File: config.mk
export PLATFORM = sky130hd
export DESIGN_NAME = sat_counter
export DESIGN_NICKNAME = d
export VERILOG_FILES = /design/src/rtl/sat_counter.sv
export SDC_FILE = /design/constraint.sdc
export NUM_CORES = 1
export LEC_CHECK = 0
export CELL_PAD_IN_SITES_DETAIL_PLACEMENT = 0
export CELL_PAD_IN_SITES_GLOBAL_PLACEMENT = 2
export CORE_MARGIN = 2
export CORE_UTILIZATION = 29
export CTS_CLUSTER_SIZE = 24
export DETAILED_ROUTE_END_ITERATION = 16
export PLACE_DENSITY = 0.85
export SYNTH_ARGS = -nofsm -noshare
export SYNTH_HDL_FRONTEND = slang
export SYNTH_SLANG_ARGS = --single-unit
export TNS_END_PERCENT = 10
File: constraint.sdc
create_clock -name clk -period 3 [get_ports clk]
set_input_delay 0.45 -clock clk [delete_from_list [all_inputs] [get_ports clk]]
set_output_delay 0.45 -clock clk [all_outputs]
set_load 0.02 [all_outputs]
File: src/rtl/sat_counter.sv
// sat_counter: saturating up-counter with synchronous clear that still honours a same-cycle increment
module sat_counter #(
  parameter int WIDTH = 16
) (
  input  logic             clk,
  input  logic             rst,
  input  logic             inc,
  input  logic             clr,
  output logic [WIDTH-1:0] count
);
  logic [WIDTH-1:0] count_q, count_d;
  always_comb count_d = clr ? WIDTH'(inc) : (inc && !(&count_q)) ? count_q + WIDTH'(1) : count_q;
  always_ff @(posedge clk) begin
    if (rst) count_q <= '0;
    else     count_q <= count_d;
  end
  assign count = count_q;
endmodule

==> flow_summary.toml <==
[cts]
cts_root_buf = "clkbuf_4"
cts_max_level = 1
cts_tree = "yes"
clk_pin_slew_worst_paths_ns = 0.10
hold_buffers = 0
cts_num_sinks = 16
clockBufferDepth = 2
cts_resized = 0
cts_setup_buffers = 0
clk_latency_ns = 0.29
cts_buffers = 3

[critical_path]
required_ns = 3.16
crit_type = "flop to flop"
critPathMaxFanout = 7
end_kind = "flop"
arrival_ns = 2.56
start_kind = "flop"

[timing]
slew_headroom_pct = 26.58
setup_tns_ns = 0
hold_viol_final = 0
worstMarginPinSlew_ns = 1.087
finalClockSkew_ns = 0.007027
holdWs_ns = 0.5328
rsz0062_at_grt = "false"
fin_crit_ns = 2.398
finalCritPeriodShare_pct = 79.95
finalSetupViolCount = 0
final-max-slew-violation-count = 0
fmax_mhz = 416.9

[finish]
fillers = 292
final_common_cell = "clkdlybuf4s50_1"
final_nets = 123
final_cell_area_um2 = 1055
synthToLayoutAreaGrowth_pct = 31.51
mostFrequentLayoutCells = "clkdlybuf4s50_1 (19), dfxtp_1 (16), a21oi_1 (11)"
largest_reg_flops = 16
fin_util_pct = 39.26
layout-drive-gt1-share_pct = 10.34
antenna_cells = 0

[floorplan]
fp.dieArea_um2 = 3202
row_count = 19
core_area_um2 = 2686
die_h_um = 56.59
start_util_pct = 29.86
die_x_um = 56.59
ios = 20

[power_and_ir_drop]
ir_worst_vdd_mv = 0.2036
p_total_mw = 0.3543
pwr-share-seq_pct = 60.9
p_comb_share_pct = 6.5
power_density_nw_per_um2 = 335.9
internal_power_mw = 0.2705
p_leak_nw = 0.3073
p_sw_mw = 0.08382
clkPwrFrac_pct = 32.6
swShare_pct = 23.66

[global_routing]
antenna_found_initial = 0
track_usage_pct = 13.29
grt_max_degree = 15
grt_overflow = 0
grt_pass1_vias = 732
grt_pass1_wl_mm = 3.408

[detailed_routing]
wire_per_inst_um = 14.04
postRouteAntennaNets = 0
first_pass_iters = 4
first_iter_violations = 19
drc = 0
wirelength_mm = 2.064
num_vias = 845
viasPerCell = 5.748

[placement]
gp_congestion = 0.7192
place_area_um2 = 1032
portBuffers = 19
dp.final_hpwl_mm = 1.462

[synthesis]
synth_top_area_share_pct = 39.94
yosys_warnings = 0
synth_area_leaders = "dfxtp_1 (40%), a21oi_1 (6.9%), o21ai_0 (5.0%)"
ys_seq_elements = 16
synthesis.nets = 100
syn-cell-area_um2 = 802.0
yosysTopAreaCell = "dfxtp_1"
synth_cell_types = 31
yosysSeqAreaShare_pct = 39.94
syn_avg_cell_area_um2 = 8.442
synth_cells = 95

[run]
cap_violations = 0

[worst_hold_path]
hp-class = "flop to flop"

[outcome]
status = "complete, no violations"
==> layout make-up <==
cell class              instances  area [um^2]  share of cell area [%]
multi-input cells              73        456.7                   43.30
flip-flops and latches         16        320.3                   30.37
repair buffers                 21        205.2                   19.45
well taps                      31        38.79                   3.677
clock buffers                   3        22.52                   2.135
inverters                       3        11.26                   1.068
==> Yosys cell counts <==
cell       n
a31oi_1    1
and4_2     1
and3_1     2
nand4_1    5
dfxtp_1   16
mux2i_1    1
o31ai_1    5
a21oi_1   11
a311oi_1   1
nand3_2    1
or2_2      1
or4_1      5
clkbuf_1   1
nand3_1    3
nor2_1     3
o2111a_1   1
or3_1      4
nand2b_1   1
or4_4      1
buf_2      1
o311ai_0   1
a41oi_1    1
nand2_1    9
o41ai_1    2
o21ai_0    8
a31o_2     1
inv_1      3
clkbuf_2   1
nor4_1     1
or3_2      2
ha_1       1
==> logic make-up after synthesis <==
| family | synth area share [%] |
|---|---|
| and+or+nand+nor | 28.86 |
| DFF | 39.94 |
| muxes | 1.248 |
| buffers and inverters | 3.118 |
| AOI/OAI and AO/OA | 25.27 |
| adders and majority gates | 1.560 |
==> power groups by stage <==
stage | logic (mW) | clock network [mW] | registers (mW)
after floorplan | 0.0112 | 0 | 0.222
after global placement | 0.0228 | 0 | 0.221
after detailed placement | 0.0231 | 0 | 0.221
after CTS | 0.0232 | 0.121 | 0.216
after global routing | 0.0253 | 0.129 | 0.216
final | 0.0231 | 0.115 | 0.216
==> final timing paths <==
check	slack, ns	cells after the start	end	from
setup / recovery	0.60	6	count[1]	count[0]
hold / removal	0.53	2	count[15]	count[15]
setup reg to reg	0.60	6	count[1]	count[0]
hold reg to reg	0.53	2	count[15]	count[15]
==> critical path, cell delays in order (launching register included) <==
cell and delay (ns):
dfxtp_1 0.42, ha_1 0.24, nand4_1 0.14, o41ai_1 0.96
buf_4 0.29, mux2i_1 0.18, nor2_1 0.05
==> through the flow <==
| step | instances | setup slack, ns |
|---|---|---|
| 6_report | 147 | 0.6015 |
| 4_1_cts | 147 | 0.5924 |
| 3_3_place_gp | 144 | 0.6344 |
| 5_1_grt | 147 | 0.4085 |
| 2_1_floorplan | 95 | 1.100 |
| 3_5_place_dp | 144 | 0.6031 |
==> per-layer routing <==
| metal | vias up | share of wire (%) | global-route usage (%) |
|---|---|---|---|
| met5 | - | 0 | 0 |
| met3 | 2 | 5.5 | 3.917 |
| met2 | 23 | 43 | 20.27 |
| met4 | 0 | 0.63 | 2.041 |
| met1 | 397 | 51 | 18.84 |
| li1 | 423 | - | - |
Power figures use the tool's default switching activity.
